`config.mk`:
```
export PLATFORM = sky130hd
export DESIGN_NAME = wb_port_arbiter
export DESIGN_NICKNAME = d
export VERILOG_FILES = /design/src/rtl/wb_port_arbiter_pkg.sv /design/src/rtl/wb_arb_age_tracker.sv /design/src/rtl/wb_port_arbiter.sv
export SDC_FILE = /design/constraint.sdc
export NUM_CORES = 1
export LEC_CHECK = 0
export BUFFER_PORTS_ARGS = -buffer_cell sky130_fd_sc_hd__buf_2
export CAP_MARGIN = 20
export CORE_AREA = 2 2 89 91
export DETAILED_ROUTE_END_ITERATION = 6
export DIE_AREA = 0 0 91 93
export PLACE_DENSITY = 0.77
export SETUP_SLACK_MARGIN = 0.1
export SLEW_MARGIN = 20
export SYNTH_ARGS = -nofsm -noshare
export SYNTH_HDL_FRONTEND = slang
export SYNTH_SLANG_ARGS = --single-unit
```
`constraint.sdc`:
```
create_clock -name clk -period 2.21 [get_ports clk]
set_clock_uncertainty 0.05 [all_clocks]
set_input_delay 0.221 -clock clk [delete_from_list [all_inputs] [get_ports clk]]
set_output_delay 0.221 -clock clk [all_outputs]
set_load 0.02 [all_outputs]
```
`src/rtl/wb_port_arbiter_pkg.sv`:
```
// Shared types and helpers for the writeback-port arbiter.
// The optional starvation guard is enabled with WB_PORT_ARBITER_STARVATION_GUARD_EN.
package wb_port_arbiter_pkg;

    // Upper bounds that the instantiation site must respect.
    localparam int MAX_NUM_UNITS    = 16;
    localparam int MAX_IDS          = 16;
    localparam int MAX_STARVE_LIMIT = 255;

    // Instruction id as carried by a full-size core configuration.
    typedef logic [$clog2(MAX_IDS)-1:0] id_t;

    // Container able to hold any starvation age the guard can be configured for.
    typedef logic [$clog2(MAX_STARVE_LIMIT+1)-1:0] wb_arb_age_t;

    // Request/grant vector at the maximum supported port width.
    typedef logic [MAX_NUM_UNITS-1:0] unit_vec_t;

    // Isolates the lowest set bit: index 0 is the highest-priority requester.
    function automatic unit_vec_t lowest_one(input unit_vec_t req);
        unit_vec_t onehot;
        onehot = req & (~req + unit_vec_t'(1));
        return onehot;
    endfunction

endpackage

```
`src/rtl/wb_arb_age_tracker.sv`:
```
// Starvation age counters for units 1..NUM_UNITS-1 of a writeback port.
// Only instantiated when WB_PORT_ARBITER_STARVATION_GUARD_EN is defined.
// A unit's age counts cycles spent done but not acked; once it reaches
// STARVE_LIMIT the unit is promoted above every non-promoted unit.
module wb_arb_age_tracker
    import wb_port_arbiter_pkg::*;
#(
    parameter int NUM_UNITS    = 5,
    parameter int STARVE_LIMIT = 15
) (
    input  logic                 clk,
    input  logic                 rst_n,
    input  logic [NUM_UNITS-1:1] unit_done,
    input  logic [NUM_UNITS-1:1] unit_ack,
    output logic [NUM_UNITS-1:0] promote
);

    localparam int              AGE_W = $clog2(STARVE_LIMIT + 1);
    localparam logic [AGE_W-1:0] LIMIT = AGE_W'(STARVE_LIMIT);

    logic [AGE_W-1:0]     age_r     [1:NUM_UNITS-1];
    logic [AGE_W-1:0]     age_nxt_s [1:NUM_UNITS-1];
    logic [NUM_UNITS-1:1] promote_r;

    // Next age: clear when idle or served, otherwise count up and saturate.
    always_comb begin
        for (int i = 1; i < NUM_UNITS; i++) begin
            age_nxt_s[i] = age_r[i];
            if (!unit_done[i] || unit_ack[i]) begin
                age_nxt_s[i] = '0;
            end else if (age_r[i] == LIMIT) begin
                age_nxt_s[i] = LIMIT;
            end else begin
                age_nxt_s[i] = age_r[i] + AGE_W'(1);
            end
        end
    end

    // Age registers plus a registered copy of the "age at limit" flag.
    always_ff @(posedge clk or negedge rst_n) begin
        if (!rst_n) begin
            for (int i = 1; i < NUM_UNITS; i++) begin
                age_r[i] <= '0;
            end
            promote_r <= '0;
        end else begin
            for (int i = 1; i < NUM_UNITS; i++) begin
                age_r[i]     <= age_nxt_s[i];
                promote_r[i] <= (age_nxt_s[i] == LIMIT);
            end
        end
    end

    // Unit 0 already has top fixed priority, so it is never promoted.
    assign promote = {promote_r, 1'b0};

endmodule

```
`src/rtl/wb_port_arbiter.sv`:
```
// Writeback-port arbiter: picks one finished execution unit per cycle,
// acks it and captures its id/result in a one-entry output stage.
// Fixed priority, index 0 highest. Defining WB_PORT_ARBITER_STARVATION_GUARD_EN
// adds per-unit age counters that promote long-waiting units.
module wb_port_arbiter
    import wb_port_arbiter_pkg::*;
#(
    parameter int NUM_UNITS    = 5,
    parameter int DATA_W       = 32,
    parameter int ID_W         = 4,
    parameter int STARVE_LIMIT = 15
) (
    input  logic                        clk,
    input  logic                        rst_n,
    input  logic [NUM_UNITS-1:0]        unit_done,
    input  logic [NUM_UNITS*ID_W-1:0]   unit_id,
    input  logic [NUM_UNITS*DATA_W-1:0] unit_rd,
    output logic [NUM_UNITS-1:0]        unit_ack,
    input  logic                        wb_ready,
    output logic                        wb_valid,
    output logic [ID_W-1:0]             wb_id,
    output logic [DATA_W-1:0]           wb_data
);

    logic                 accept_s;
    logic [NUM_UNITS-1:0] req_s;
    logic [NUM_UNITS-1:0] grant_s;
    logic [ID_W-1:0]      sel_id_s;
    logic [DATA_W-1:0]    sel_data_s;

    logic                 wb_valid_r;
    logic [ID_W-1:0]      wb_id_r;
    logic [DATA_W-1:0]    wb_data_r;

    // The output stage can take a new result when empty or being drained.
    assign accept_s = ~wb_valid_r | wb_ready;

`ifdef WB_PORT_ARBITER_STARVATION_GUARD_EN
    logic [NUM_UNITS-1:0] promote_s;
    logic [NUM_UNITS-1:0] promoted_s;

    generate
        if (NUM_UNITS > 1) begin : g_age
            wb_arb_age_tracker #(
                .NUM_UNITS    (NUM_UNITS),
                .STARVE_LIMIT (STARVE_LIMIT)
            ) u_age (
                .clk       (clk),
                .rst_n     (rst_n),
                .unit_done (unit_done[NUM_UNITS-1:1]),
                .unit_ack  (unit_ack[NUM_UNITS-1:1]),
                .promote   (promote_s)
            );
        end else begin : g_no_age
            assign promote_s = '0;
        end
    endgenerate

    // Promotion is only honoured while the unit still holds a result.
    assign promoted_s = promote_s & unit_done;

    // Promoted units, if any, form the request set; otherwise all done units do.
    always_comb begin
        if (|promoted_s) begin
            req_s = promoted_s;
        end else begin
            req_s = unit_done;
        end
    end
`else
    assign req_s = unit_done;
`endif

    generate
        if (NUM_UNITS == 1) begin : g_single
            assign grant_s = req_s;
        end else begin : g_multi
            assign grant_s = NUM_UNITS'(lowest_one(unit_vec_t'(req_s)));
        end
    endgenerate

    // Acks are only issued when the output stage can take the result.
    assign unit_ack = grant_s & {NUM_UNITS{accept_s}};

    // One-hot mux of the granted unit's id and result.
    always_comb begin
        sel_id_s   = '0;
        sel_data_s = '0;
        for (int i = 0; i < NUM_UNITS; i++) begin
            sel_id_s   = sel_id_s   | ({ID_W{grant_s[i]}}   & unit_id[i*ID_W +: ID_W]);
            sel_data_s = sel_data_s | ({DATA_W{grant_s[i]}} & unit_rd[i*DATA_W +: DATA_W]);
        end
    end

    // Output stage: reload on accept with a winner, empty on accept without one, hold otherwise.
    always_ff @(posedge clk or negedge rst_n) begin
        if (!rst_n) begin
            wb_valid_r <= 1'b0;
            wb_id_r    <= '0;
            wb_data_r  <= '0;
        end else if (accept_s) begin
            if (|unit_done) begin
                wb_valid_r <= 1'b1;
                wb_id_r    <= sel_id_s;
                wb_data_r  <= sel_data_s;
            end else begin
                wb_valid_r <= 1'b0;
            end
        end else begin
            wb_valid_r <= wb_valid_r;
        end
    end

    assign wb_valid = wb_valid_r;
    assign wb_id    = wb_id_r;
    assign wb_data  = wb_data_r;

endmodule

```
==> impl_metrics.prom, run 1 <==
# TYPE chip_impl_metric gauge
chip_impl_metric{name="first_global_vias",unit=""} 3086
chip_impl_metric{name="period_needed",unit="ns"} 1.574
chip_impl_metric{name="synth_warnings",unit=""} 0
chip_impl_metric{name="clkLatencyLatePin",unit="ns"} 0.28
chip_impl_metric{name="synth_to_final_area_change",unit="%"} 51.40
chip_impl_metric{name="synth.yosys.seq_area_share",unit="%"} 36.93
chip_impl_metric{name="cellLeakagePower",unit="nW"} 1.884
chip_impl_info{name="rsz0062_at_grt",value="no"} 1
chip_impl_metric{name="timing.final.crit_share",unit="%"} 71.23
chip_impl_metric{name="netlist_area",unit="um^2"} 2507
chip_impl_metric{name="grt_pass1_wl",unit="mm"} 14.50
chip_impl_metric{name="layout.cell_area.non_filler",unit="um^2"} 3796
chip_impl_metric{name="post-cts-setup-buffers",unit=""} 0
chip_impl_metric{name="vias_per_cell",unit=""} 5.374
chip_impl_metric{name="power_density",unit="nW/um^2"} 516.1
chip_impl_info{name="critical_path.endpoint",value="unit_ack[3]"} 1
chip_impl_metric{name="top_level_ports",unit=""} 230
chip_impl_metric{name="multi_input_area",unit="um^2"} 1418
chip_impl_metric{name="fillCellCount",unit=""} 776
chip_impl_metric{name="floorplan.initialDensity",unit="%"} 33.31
chip_impl_info{name="crit_slowest_cell",value="sky130_fd_sc_hd__nor4b_4"} 1
chip_impl_metric{name="grt_remaining_overflow",unit=""} 0
chip_impl_metric{name="portBuffers",unit=""} 229
chip_impl_metric{name="post_drt_wl_per_cell",unit="um"} 15.96
chip_impl_metric{name="hold_buffers",unit=""} 0
chip_impl_info{name="clock-root-buffer",value="sky130_fd_sc_hd__clkbuf_8"} 1
chip_impl_info{name="violations",value="negative hold slack"} 1
chip_impl_info{name="status",value="finished with violations"} 1
chip_impl_metric{name="yosys.cell_types.count",unit=""} 23
chip_impl_metric{name="syn_nets",unit=""} 455
chip_impl_metric{name="number_of_endpoints_failing_setup_at_the_final_stage",unit=""} 0
chip_impl_metric{name="post_cts_resized",unit=""} 0
chip_impl_metric{name="setup-tns-final",unit="ns"} 0
chip_impl_info{name="top_usage_layer",value="met2"} 1
chip_impl_metric{name="report.final.slew_viol_count",unit=""} 0
chip_impl_metric{name="cts_buffers",unit=""} 5
chip_impl_metric{name="cts_num_sinks",unit=""} 37
chip_impl_metric{name="power.net_switching",unit="W"} 0.0006345
chip_impl_metric{name="grt_use_total",unit="%"} 21.03
chip_impl_metric{name="power.clock.fraction",unit="%"} 23.8
chip_impl_metric{name="num_rows",unit=""} 32
chip_impl_metric{name="antenna-diode-count",unit=""} 0
chip_impl_info{name="timing.critical_path.cells",value="buf_2 > nor4b_4 > and2_1 > buf_2"} 1
chip_impl_metric{name="drt_drc_violations_left",unit=""} 0
chip_impl_metric{name="dieWidth",unit="um"} 91
chip_impl_metric{name="grtUsageMet2",unit="%"} 39.32
chip_impl_metric{name="share_seq_of_total_power",unit="%"} 41.1
chip_impl_metric{name="route.vias.total",unit=""} 3133
chip_impl_metric{name="grtUsageMet1",unit="%"} 24.39
chip_impl_metric{name="reg2regPathDepth",unit=""} 5
chip_impl_metric{name="place_area",unit="um^2"} 3710
chip_impl_metric{name="hold_viol_final",unit=""} 37
chip_impl_metric{name="finish.net_count",unit=""} 669
chip_impl_metric{name="p_sw_share",unit="%"} 32.39
chip_impl_metric{name="grt_antenna_before_repair",unit=""} 0
chip_impl_metric{name="cts.reportedPaths.clkPinSlew",unit="ns"} 0.07
chip_impl_metric{name="drt_iter0_markers",unit=""} 156
chip_impl_metric{name="tightestPinTransition",unit="ns"} 0.9200
chip_impl_info{name="path_common_cell",value="sky130_fd_sc_hd__buf_2"} 1
chip_impl_metric{name="dr.pass1.iters",unit=""} 6
chip_impl_metric{name="max_cap_viol_count",unit=""} 0
chip_impl_metric{name="regToRegSetupSlack",unit="ns"} 0.94
chip_impl_metric{name="critical_path_data_arrival_time",unit="ns"} 1.30
chip_impl_info{name="tritoncts",value="done"} 1
chip_impl_metric{name="total_detailed_routing_wirelength",unit="mm"} 9.305
chip_impl_metric{name="number_of_h_tree_branching_levels",unit=""} 2
chip_impl_metric{name="number_of_instances_in_the_synthesized_netlist",unit=""} 267
chip_impl_info{name="worst_r2r_endpoint",value="wb_data[28]"} 1
chip_impl_info{name="crit_path_start_kind",value="input port"} 1
chip_impl_metric{name="share_comb_of_total_power",unit="%"} 35.1
chip_impl_metric{name="internal-power",unit="W"} 0.001325
chip_impl_metric{name="max-vdd-ir-drop",unit="mV"} 0.2385
chip_impl_metric{name="antenna_violating_nets_post_route",unit=""} 0
chip_impl_metric{name="layout_cell_share_with_drive_strength_beyond_1",unit="%"} 51.56
chip_impl_metric{name="cts-root-to-sink-buffers",unit=""} 2
chip_impl_metric{name="grt.met3_usage",unit="%"} 4.754
chip_impl_metric{name="ys_ff_latch",unit=""} 37
chip_impl_metric{name="slew_headroom",unit="%"} 38.54
chip_impl_info{name="startpoint",value="unit_done[0]"} 1
chip_impl_info{name="rr_startpoint",value="wb_valid"} 1
chip_impl_info{name="critical_path_class",value="input port to output pin"} 1
chip_impl_metric{name="fmax",unit="MHz"} 635.2
chip_impl_metric{name="gp_congestion",unit=""} 0.7229
chip_impl_metric{name="worstPathMaxFanout",unit=""} 9
chip_impl_metric{name="die_h",unit="um"} 93
chip_impl_metric{name="avgSynthCellArea",unit="um^2"} 9.391
chip_impl_metric{name="hold_ws",unit="ns"} -0.02183
chip_impl_metric{name="final-seq-area",unit="um^2"} 925.9
chip_impl_metric{name="cp.required",unit="ns"} 1.94
chip_impl_info{name="crit_end_element",value="output pin"} 1
chip_impl_metric{name="coreArea",unit="um^2"} 7527
chip_impl_info{name="min_path_type",value="input port to async pin"} 1
chip_impl_metric{name="grt_max_degree",unit=""} 43
chip_impl_metric{name="critPathMaxStageDelay",unit="ns"} 0.55
chip_impl_metric{name="hpwl",unit="mm"} 7.272
chip_impl_metric{name="die-area",unit="um^2"} 8463
==> sequential cells by signal (all words and copies together) (netlist names) <==
register / cells
wb_data: 32
wb_valid: 1
wb_id: 4
==> worst max-delay path: cells and delay by family <==
| family | cells | cell delay, ns |
|---|---|---|
| simple gates | 2 | 0.75 |
| buf+inv | 2 | 0.34 |
==> cells by family after synthesis <==
group | after synthesis | share of synthesized area [%]
DFF | 37 | 36.93
buffers and inverters | 31 | 6.836
and+or+nand+nor | 90 | 19.91
AOI/OAI and AO/OA | 109 | 36.33
==> power groups by stage <==
stage / clock network, W / logic, W / registers, W
after floorplan: 0 / 0.000255 / 0.000926
after global placement: 0 / 0.000676 / 0.000816
after detailed placement: 0 / 0.000690 / 0.000819
after CTS: 0.000485 / 0.000692 / 0.000807
after global routing: 0.000517 / 0.000749 / 0.000817
final: 0.000466 / 0.000688 / 0.000806
==> per-layer routing <==
metal	wire (um)	up-vias
li1	-	1495
met4	107	0
met1	3601	1442
met3	855	11
met2	4741	185
met5	0	-
==> placed cells by master (no fill, tap or decap), types with 2 or more instances in the layout <==
master | synthesis | final
sky130_fd_sc_hd__dfrtp_1 | 37 | 37
sky130_fd_sc_hd__nand2b_1 | 37 | 37
sky130_fd_sc_hd__a221o_1 | 36 | 36
sky130_fd_sc_hd__nand2_1 | 36 | 36
sky130_fd_sc_hd__a222oi_1 | 31 | 31
sky130_fd_sc_hd__buf_4 | 3 | 7
sky130_fd_sc_hd__buf_2 | 11 | 229
sky130_fd_sc_hd__buf_12 | 0 | 2
sky130_fd_sc_hd__o21ai_1 | 12 | 12
sky130_fd_sc_hd__o21ai_0 | 24 | 24
sky130_fd_sc_hd__a221oi_1 | 5 | 5
sky130_fd_sc_hd__clkbuf_8 | 0 | 6
sky130_fd_sc_hd__and2_1 | 8 | 8
==> synth_stat cells <==
cell type | number | area [um^2]
sky130_fd_sc_hd__a221o_1 | 36 | 360.4
sky130_fd_sc_hd__nor3b_1 | 1 | 7.510
sky130_fd_sc_hd__nand2b_1 | 37 | 231.5
sky130_fd_sc_hd__buf_4 | 3 | 22.52
sky130_fd_sc_hd__o21ai_4 | 1 | 16.27
sky130_fd_sc_hd__nor2b_1 | 2 | 12.51
sky130_fd_sc_hd__or3_1 | 1 | 6.260
sky130_fd_sc_hd__nor4b_1 | 1 | 8.760
sky130_fd_sc_hd__nand2_1 | 36 | 135.1
sky130_fd_sc_hd__clkbuf_1 | 12 | 45.04
sky130_fd_sc_hd__o21ai_1 | 12 | 60.06
sky130_fd_sc_hd__and2_1 | 8 | 50.05
sky130_fd_sc_hd__buf_1 | 1 | 3.750
sky130_fd_sc_hd__nor4_1 | 1 | 6.260
sky130_fd_sc_hd__a222oi_1 | 31 | 310.3
sky130_fd_sc_hd__or4_4 | 1 | 11.26
sky130_fd_sc_hd__a221oi_1 | 5 | 43.79
sky130_fd_sc_hd__o21ai_0 | 24 | 120.1
sky130_fd_sc_hd__dfrtp_1 | 37 | 925.9
sky130_fd_sc_hd__buf_2 | 11 | 55.05
sky130_fd_sc_hd__nor4b_4 | 1 | 23.77
sky130_fd_sc_hd__buf_6 | 4 | 45.04
sky130_fd_sc_hd__and3_1 | 1 | 6.260
==> layout make-up <==
class / count / area share (%)
multi-input combinational: 199 / 37.34
timing repair buffer: 238 / 32.63
sequential: 37 / 24.39
tap: 102 / 3.362
clock buffer: 7 / 2.274
==> stage by stage <==
stage | util (%) | instances | total power, W | setup WS (ns)
4_1_cts | 50.43 | 583 | 0.001984 | 0.6128
6_report | 50.43 | 583 | 0.001959 | 0.6357
2_1_floorplan | - | 267 | 0.001181 | 0.4364
3_3_place_gp | 49.29 | 576 | 0.001492 | 0.4767
5_1_grt | 50.43 | 583 | 0.002083 | 0.5383
3_5_place_dp | 49.29 | 576 | 0.001509 | 0.4168
==> how the worst min path moves through the flow <==
stage	start	endpoint	slack, ns	cells past startpoint
final	rst_n	wb_data[20]	-0.02	1
after global routing	rst_n	wb_data[13]	0.06	1
after CTS	rst_n	wb_data[20]	0.007	1
after detailed placement	rst_n	wb_data[20]	0.32	1
after global placement	rst_n	wb_data[20]	0.31	1
after floorplan	rst_n	wb_data[0]	-0.12	0
No activity file was read; power rests on OpenSTA's default activity.
==> run 2, diff against run 1 <==
- PLACE_DENSITY: 0.77 -> 0.8
- clock period: 2.21 -> 1.4 ns (I/O delays scaled with it)
==> impl_metrics.prom, run 2 (same netlist as run 1, synthesis figures left out) <==
# TYPE chip_impl_metric gauge
chip_impl_metric{name="cp.required",unit="ns"} 1.52
chip_impl_metric{name="drt_drc_violations_left",unit=""} 0
chip_impl_metric{name="timing.final.crit_share",unit="%"} 100.9
chip_impl_info{name="status",value="finished with violations"} 1
chip_impl_metric{name="layout.cell_area.non_filler",unit="um^2"} 4140
chip_impl_metric{name="dr.pass1.iters",unit=""} 5
chip_impl_metric{name="max_cap_viol_count",unit=""} 0
chip_impl_metric{name="num_rows",unit=""} 32
chip_impl_metric{name="hpwl",unit="mm"} 7.468
chip_impl_metric{name="reg2regPathDepth",unit=""} 6
chip_impl_metric{name="top_level_ports",unit=""} 230
chip_impl_metric{name="dieWidth",unit="um"} 91
chip_impl_metric{name="number_of_endpoints_failing_setup_at_the_final_stage",unit=""} 16
chip_impl_metric{name="grt_antenna_before_repair",unit=""} 0
chip_impl_info{name="most_common_cell_after_layout_fill_and_taps_aside",value="sky130_fd_sc_hd__buf_2"} 1
chip_impl_metric{name="power.net_switching",unit="W"} 0.001067
chip_impl_info{name="crit_end_element",value="flip-flop"} 1
chip_impl_metric{name="report.final.slew_viol_count",unit=""} 0
chip_impl_info{name="crit_path_start_kind",value="input port"} 1
chip_impl_metric{name="hold_ws",unit="ns"} 0.08174
chip_impl_metric{name="antenna-diode-count",unit=""} 0
chip_impl_metric{name="place_area",unit="um^2"} 3844
chip_impl_metric{name="post_drt_wl_per_cell",unit="um"} 16.52
chip_impl_metric{name="die-area",unit="um^2"} 8463
chip_impl_metric{name="drt_iter0_markers",unit=""} 203
chip_impl_info{name="rr_startpoint",value="wb_valid"} 1
chip_impl_info{name="rsz0062_at_grt",value="yes"} 1
chip_impl_metric{name="antenna_violating_nets_post_route",unit=""} 0
chip_impl_info{name="min_path_type",value="input port to flip-flop"} 1
chip_impl_metric{name="cellLeakagePower",unit="nW"} 2.062
chip_impl_metric{name="numPlacedInstances",unit=""} 588
chip_impl_metric{name="number_of_h_tree_branching_levels",unit=""} 2
chip_impl_info{name="crit_slowest_cell",value="sky130_fd_sc_hd__or4_4"} 1
chip_impl_metric{name="total_detailed_routing_wirelength",unit="mm"} 10.04
chip_impl_metric{name="synth_to_final_area_change",unit="%"} 65.12
chip_impl_metric{name="critPathMaxStageDelay",unit="ns"} 0.56
chip_impl_metric{name="critical_path_data_arrival_time",unit="ns"} 1.53
chip_impl_info{name="worst_r2r_endpoint",value="wb_data[12]"} 1
chip_impl_metric{name="internal-power",unit="W"} 0.002135
chip_impl_metric{name="slew_headroom",unit="%"} 69.47
chip_impl_metric{name="cts-root-to-sink-buffers",unit=""} 2
chip_impl_metric{name="floorplan.initialDensity",unit="%"} 33.31
chip_impl_info{name="clock-root-buffer",value="sky130_fd_sc_hd__clkbuf_8"} 1
chip_impl_metric{name="cts.reportedPaths.clkPinSlew",unit="ns"} 0.07
chip_impl_metric{name="vias_per_cell",unit=""} 5.507
chip_impl_metric{name="share_comb_of_total_power",unit="%"} 38.1
chip_impl_metric{name="cts_buffers",unit=""} 5
chip_impl_metric{name="gp_congestion",unit=""} 0.9177
chip_impl_metric{name="largest_register_ff_count",unit=""} 32
chip_impl_info{name="tritoncts",value="done"} 1
chip_impl_metric{name="power.clock.fraction",unit="%"} 22.2
chip_impl_metric{name="share_seq_of_total_power",unit="%"} 39.6
chip_impl_metric{name="first_global_vias",unit=""} 3220
chip_impl_metric{name="grt_pass1_wl",unit="mm"} 15.08
chip_impl_metric{name="route.vias.total",unit=""} 3348
chip_impl_metric{name="cts_num_sinks",unit=""} 37
chip_impl_metric{name="grt_max_degree",unit=""} 41
chip_impl_metric{name="fmax",unit="MHz"} 707.8
chip_impl_metric{name="layout_cell_share_with_drive_strength_beyond_1",unit="%"} 55.93
chip_impl_metric{name="worstPathMaxFanout",unit=""} 20
chip_impl_info{name="layout_common_cells",value="224 x sky130_fd_sc_hd__buf_2, 37 x sky130_fd_sc_hd__dfrtp_1, 36 x sky130_fd_sc_hd__a221o_1, 36 x sky130_fd_sc_hd__nand2b_1, 36 x sky130_fd_sc_hd__o21ai_1"} 1
chip_impl_metric{name="period_needed",unit="ns"} 1.413
chip_impl_metric{name="grt_remaining_overflow",unit=""} 0
chip_impl_metric{name="power_density",unit="nW/um^2"} 773.2
chip_impl_metric{name="final_critical_path_setup_slack",unit="ns"} -0.01289
chip_impl_info{name="startpoint",value="unit_done[0]"} 1
chip_impl_metric{name="finish.net_count",unit=""} 693
chip_impl_metric{name="tightestPinTransition",unit="ns"} 0.4579
chip_impl_metric{name="finish.cell_count_without_fillers",unit=""} 608
chip_impl_metric{name="grt_use_total",unit="%"} 21.91
chip_impl_info{name="violations",value="negative setup slack"} 1
chip_impl_metric{name="regToRegSetupSlack",unit="ns"} 0.02
chip_impl_metric{name="portBuffers",unit=""} 229
chip_impl_info{name="timing.critical_path.cells",value="buf_2 > or4_4 > o21ai_4 > clkbuf_16 > o21ai_1"} 1
chip_impl_metric{name="p_sw_share",unit="%"} 33.32
chip_impl_metric{name="coreArea",unit="um^2"} 7527
chip_impl_info{name="critical_path.endpoint",value="wb_data[12]"} 1
chip_impl_metric{name="clkLatencyLatePin",unit="ns"} 0.28
chip_impl_metric{name="max-vdd-ir-drop",unit="mV"} 0.4055
chip_impl_metric{name="die_h",unit="um"} 93
chip_impl_info{name="critical_path_class",value="input port to flip-flop"} 1
chip_impl_metric{name="hold_viol_final",unit=""} 0
## run 2: cell count changes in the layout (fill, tap and decap cells not counted), moves of 5 or more
cell,before,now
sky130_fd_sc_hd__o21ai_0,24,0
sky130_fd_sc_hd__o21ai_1,12,36
sky130_fd_sc_hd__buf_4,7,23
sky130_fd_sc_hd__buf_6,0,7
sky130_fd_sc_hd__buf_2,229,224
## run 2: worst min path at each step
stage	startpoint	to	slack [ns]	cells after the start
final	unit_rd[150]	wb_data[22]	0.08	3
after global routing	unit_id[18]	wb_id[2]	0.07	3
after floorplan	rst_n	wb_data[0]	-0.21	0
after CTS	unit_rd[150]	wb_data[22]	0.07	3
after detailed placement	rst_n	wb_data[0]	0.07	1
after global placement	rst_n	wb_data[1]	0.05	1
## run 2: power groups by stage
stage	sequential, W	clock (W)	combinational (W)
floorplan	0.00146	0	0.000438
global placement	0.00128	0	0.00112
detailed placement	0.00129	0	0.00115
CTS	0.00127	0.000739	0.00119
global route	0.00129	0.000809	0.00132
finish	0.00127	0.000712	0.00122
## run 2: critical path: cells and delay by family
family,cells,cell delay [ns]
compound gates,2,0.44
buf+inv,2,0.39
simple gates,1,0.56
## run 2: metal layers
layer	share of wire (%)	wire, um	track usage [%]	up-vias
li1	-	-	-	1548
met1	39	3934	27.34	1609
met2	52	5251	37.96	171
met3	6.5	657	4.190	20
met4	2.0	200	7.702	0
met5	0	0	0	-
## run 2: metrics by stage
stage | setup slack [ns] | setup TNS (ns) | util [%] | total power [W]
2_1_floorplan | 0.002000 | 0 | - | 0.001899
3_3_place_gp | -0.1521 | -4.521 | 51.06 | 0.002402
3_5_place_dp | -0.2351 | -5.708 | 51.06 | 0.002437
4_1_cts | -0.01678 | -0.02378 | 54.11 | 0.003198
5_1_grt | -0.06347 | -1.343 | 55.00 | 0.003417
6_report | -0.01289 | -0.09063 | 55.00 | 0.003201
## run 2: timing repair
item,in CTS,in global routing
gates cloned,0,3
endpoints found under the setup margin,6,41
endpoints found under the hold margin,17,0
hold buffers,1,0
setup buffers,8,0
pin swaps,5,0
gates resized for setup,22,1
## run 2: cell type report
| type | count | area, um^2 |
|---|---|---|
| multi-input combinational | 199 | 1471 |
| tap | 102 | 127.6 |
| clock inverter | 2 | 10.01 |
| sequential | 37 | 925.9 |
| fill | 725 | 3387 |
| timing repair buffer | 262 | 1533 |
| clock buffer | 6 | 72.57 |
==> run 3, diff against run 2 <==
- ABC_AREA: unset -> 1
- CORE_AREA: 2 2 89 91 -> unset
- CORE_UTILIZATION: unset -> 37
- DIE_AREA: 0 0 91 93 -> unset
- TNS_END_PERCENT: unset -> 20
==> impl_metrics.prom, run 3 <==
# TYPE chip_impl_metric gauge
chip_impl_info{name="status",value="finished clean"} 1
chip_impl_metric{name="slew_headroom",unit="%"} 71.75
chip_impl_metric{name="grt.met3_usage",unit="%"} 5.825
chip_impl_metric{name="finish.net_count",unit=""} 939
chip_impl_metric{name="number_of_endpoints_failing_setup_at_the_final_stage",unit=""} 0
chip_impl_info{name="tritoncts",value="done"} 1
chip_impl_metric{name="synth.yosys.seq_area_share",unit="%"} 29.62
chip_impl_metric{name="portBuffers",unit=""} 229
chip_impl_metric{name="cellLeakagePower",unit="nW"} 2.772
chip_impl_metric{name="ys_ff_latch",unit=""} 37
chip_impl_metric{name="gp_congestion",unit=""} 0.8493
chip_impl_metric{name="top_level_ports",unit=""} 230
chip_impl_metric{name="antenna-diode-count",unit=""} 0
chip_impl_metric{name="drt_iter0_markers",unit=""} 215
chip_impl_metric{name="die-area",unit="um^2"} 8819
chip_impl_metric{name="first_global_vias",unit=""} 3993
chip_impl_metric{name="cp.required",unit="ns"} 1.52
chip_impl_metric{name="number_of_instances_in_the_synthesized_netlist",unit=""} 534
chip_impl_metric{name="number_of_h_tree_branching_levels",unit=""} 2
chip_impl_metric{name="post_drt_wl_per_cell",unit="um"} 14.27
chip_impl_metric{name="coreArea",unit="um^2"} 8175
chip_impl_info{name="timing.critical_path.cells",value="inv_2 > or2_4 > buf_4 > nand2_4 > inv_4 > clkbuf_16 > nand2_1 > nand2_1"} 1
chip_impl_metric{name="period_needed",unit="ns"} 1.393
chip_impl_metric{name="num_rows",unit=""} 33
chip_impl_info{name="path_delay_family",value="simple AND/OR/NAND/NOR gates"} 1
chip_impl_metric{name="critical_path_data_arrival_time",unit="ns"} 1.51
chip_impl_metric{name="vias_per_cell",unit=""} 5.162
chip_impl_metric{name="power_density",unit="nW/um^2"} 767.5
chip_impl_info{name="post-synth-top-area-cell",value="sky130_fd_sc_hd__dfrtp_1"} 1
chip_impl_metric{name="critPathBufInv",unit=""} 4
chip_impl_metric{name="min_delay_path_depth",unit=""} 5
chip_impl_metric{name="fmax",unit="MHz"} 717.7
chip_impl_metric{name="setup-tns-final",unit="ns"} 0
chip_impl_metric{name="grt_pass1_wl",unit="mm"} 18.57
chip_impl_metric{name="critPathMaxStageDelay",unit="ns"} 0.37
chip_impl_metric{name="cts-root-to-sink-buffers",unit=""} 2
chip_impl_metric{name="cts_num_sinks",unit=""} 37
chip_impl_metric{name="place_area",unit="um^2"} 4498
chip_impl_info{name="top_usage_layer",value="met2"} 1
chip_impl_info{name="timing.hold.worst_endpoint",value="wb_id[3]"} 1
chip_impl_info{name="crit_slowest_cell",value="sky130_fd_sc_hd__dfrtp_2"} 1
chip_impl_metric{name="floorplan.initialDensity",unit="%"} 38.23
chip_impl_metric{name="max-vdd-ir-drop",unit="mV"} 0.3663
chip_impl_info{name="crit_end_element",value="flip-flop"} 1
chip_impl_metric{name="grtUsageMet2",unit="%"} 48.91
chip_impl_metric{name="largest_register_ff_count",unit=""} 32
chip_impl_metric{name="grt_remaining_overflow",unit=""} 0
chip_impl_info{name="worst_r2r_endpoint",value="wb_data[8]"} 1
chip_impl_info{name="min_path_type",value="input port to flip-flop"} 1
chip_impl_metric{name="cts_buffers",unit=""} 5
chip_impl_metric{name="synth_warnings",unit=""} 0
chip_impl_metric{name="tightestPinTransition",unit="ns"} 0.4237
chip_impl_info{name="ys.flop_type",value="sky130_fd_sc_hd__dfrtp_1"} 1
chip_impl_info{name="synthTopCellsByCount",value="182 x sky130_fd_sc_hd__nand2_1, 78 x sky130_fd_sc_hd__nor2_1, 75 x sky130_fd_sc_hd__nand3_1"} 1
chip_impl_metric{name="hold_viol_final",unit=""} 0
chip_impl_metric{name="hpwl",unit="mm"} 9.304
chip_impl_metric{name="cts.reportedPaths.clkPinSlew",unit="ns"} 0.07
chip_impl_metric{name="timing.final.crit_share",unit="%"} 99.52
chip_impl_info{name="path_common_cell",value="sky130_fd_sc_hd__nand2_1"} 1
chip_impl_metric{name="final_critical_path_setup_slack",unit="ns"} 0.006687
chip_impl_metric{name="synthDominantCellAreaShare",unit="%"} 29.62
chip_impl_metric{name="netlist_area",unit="um^2"} 3125
chip_impl_metric{name="antenna_violating_nets_post_route",unit=""} 0
chip_impl_metric{name="report.final.slew_viol_count",unit=""} 0
chip_impl_metric{name="dr.pass1.iters",unit=""} 5
chip_impl_metric{name="reg2regPathDepth",unit=""} 8
chip_impl_metric{name="grt_use_total",unit="%"} 27.11
chip_impl_metric{name="yosys.cell_types.count",unit=""} 16
chip_impl_metric{name="post-place-ws",unit="ns"} 0.05562
chip_impl_metric{name="clkLatencyLatePin",unit="ns"} 0.28
chip_impl_metric{name="grtUsageMet1",unit="%"} 31.63
chip_impl_info{name="crit_path_start_kind",value="flip-flop"} 1
chip_impl_metric{name="max_cap_viol_count",unit=""} 0
chip_impl_metric{name="regToRegSetupSlack",unit="ns"} 0.007
chip_impl_info{name="dominant_cells_by_area_after_synthesis",value="sky130_fd_sc_hd__dfrtp_1 30%, sky130_fd_sc_hd__nand2_1 22%, sky130_fd_sc_hd__nand4_1 14%"} 1
chip_impl_metric{name="numPlacedInstances",unit=""} 846
chip_impl_metric{name="layout.cell_area.non_filler",unit="um^2"} 4681
chip_impl_metric{name="asyncSetResetFlopFracSynth",unit="%"} 100.0
chip_impl_info{name="rr_startpoint",value="wb_valid"} 1
chip_impl_metric{name="layout_cell_share_with_drive_strength_beyond_1",unit="%"} 36.57
chip_impl_info{name="min_delay_startpoint",value="unit_id[19]"} 1
chip_impl_metric{name="total_detailed_routing_wirelength",unit="mm"} 12.23
chip_impl_metric{name="drt_drc_violations_left",unit=""} 0
chip_impl_info{name="synth.most_common_cell",value="sky130_fd_sc_hd__nand2_1"} 1
chip_impl_info{name="critical_path_class",value="flip-flop to flip-flop"} 1
chip_impl_metric{name="avgSynthCellArea",unit="um^2"} 5.853
chip_impl_metric{name="synth_to_final_area_change",unit="%"} 49.76
chip_impl_metric{name="syn_nets",unit=""} 722
chip_impl_info{name="rsz0062_at_grt",value="yes"} 1
chip_impl_metric{name="worstPathMaxFanout",unit=""} 11
chip_impl_info{name="clock-root-buffer",value="sky130_fd_sc_hd__clkbuf_8"} 1
chip_impl_metric{name="grt_max_degree",unit=""} 38
chip_impl_metric{name="number_of_flops_mapped_to_enable_cells_by_yosys",unit=""} 0
chip_impl_info{name="most_common_cell_after_layout_fill_and_taps_aside",value="sky130_fd_sc_hd__buf_2"} 1
chip_impl_info{name="layout_common_cells",value="224 x sky130_fd_sc_hd__buf_2, 182 x sky130_fd_sc_hd__nand2_1, 75 x sky130_fd_sc_hd__nand3_1"} 1
chip_impl_metric{name="dieWidth",unit="um"} 93.91
chip_impl_metric{name="die_h",unit="um"} 93.91
chip_impl_metric{name="grt_antenna_before_repair",unit=""} 0
chip_impl_metric{name="finish.cell_count_without_fillers",unit=""} 857
chip_impl_metric{name="route.vias.total",unit=""} 4424
-- run 3: changes by cell type in the layout (fill, tap and decap cells not counted), moves of 5 or more --
cell	before	now
sky130_fd_sc_hd__nand4_1	0	72
sky130_fd_sc_hd__and2_1	7	0
sky130_fd_sc_hd__o21ai_1	36	0
sky130_fd_sc_hd__buf_12	5	10
sky130_fd_sc_hd__nand3_1	0	75
sky130_fd_sc_hd__a222oi_1	31	0
sky130_fd_sc_hd__nand2_1	33	182
sky130_fd_sc_hd__a221o_1	36	0
sky130_fd_sc_hd__buf_4	23	15
sky130_fd_sc_hd__nand2b_1	36	0
sky130_fd_sc_hd__nor2_1	0	74
sky130_fd_sc_hd__inv_1	0	37
-- run 3: logic make-up (layout without fill, tap and decap cells) --
kind of cell           count (synthesis)  in the layout  synth area share [%]
and+or+nand+nor                      411            411                 58.41
DFF                                   37             37                 29.62
buffers and inverters                 86            304                 11.97
-- run 3: worst min-delay path, delay by kind of cell --
kind / cells / cell delay, ns
simple gates: 4 / 0.24
buf+inv: 1 / 0.07
-- run 3: power breakdown --
group	internal, W	switching (W)	leakage, nW
registers	0.00122	0.0000848	0.455
logic	0.000590	0.000878	2.26
clock network	0.000445	0.000371	0.0542
total	0.00226	0.00133	2.77
-- run 3: worst max path at each step --
stage	start	end	slack, ns	cells after the start
final	wb_valid	wb_data[8]	0.007	8
after global routing	wb_valid	unit_ack[4]	-0.04	5
after CTS	wb_valid	unit_ack[2]	-0.02	5
after detailed placement	unit_done[0]	wb_data[16]	0.06	7
after global placement	unit_done[0]	wb_data[16]	0.08	7
after floorplan	wb_valid	wb_data[0]	0.11	7
-- run 3: routing by layer --
| layer | vias up | routed length [um] |
|---|---|---|
| met4 | 0 | 172 |
| met5 | - | 0 |
| li1 | 2179 | - |
| met1 | 1986 | 4764 |
| met2 | 243 | 6150 |
| met3 | 16 | 1141 |
-- run 3: what timing repair did --
| item | 4_1_cts | 5_1_grt |
|---|---|---|
| setup buffers | 1 | 0 |
| gates resized for setup | 10 | 6 |
| pin swaps | 1 | 1 |
| hold buffers | 1 | 0 |
| hold endpoints to repair | 16 | 0 |
| gates cloned | 0 | 1 |
| setup endpoints to repair | 5 | 42 |
-- run 3: area by class of cell --
type,count,area (um^2)
clock buffer,7,96.34
clock inverter,1,5.005
fill,805,3495
inverter,42,165.2
multi-input combinational,411,1853
sequential,37,927.1
tap,105,131.4
timing repair buffer,254,1503
-- run 3: stage by stage --
stage | power [W] | hold slack [ns] | util, %
finish | 0.003592 | 0.1649 | 57.25
global route | 0.003825 | 0.1795 | 57.25
CTS | 0.003600 | 0.1539 | 56.75
detailed placement | 0.002753 | 0.04717 | 55.02
global placement | 0.002727 | 0.04566 | 55.02
floorplan | 0.002070 | -0.2056 | -
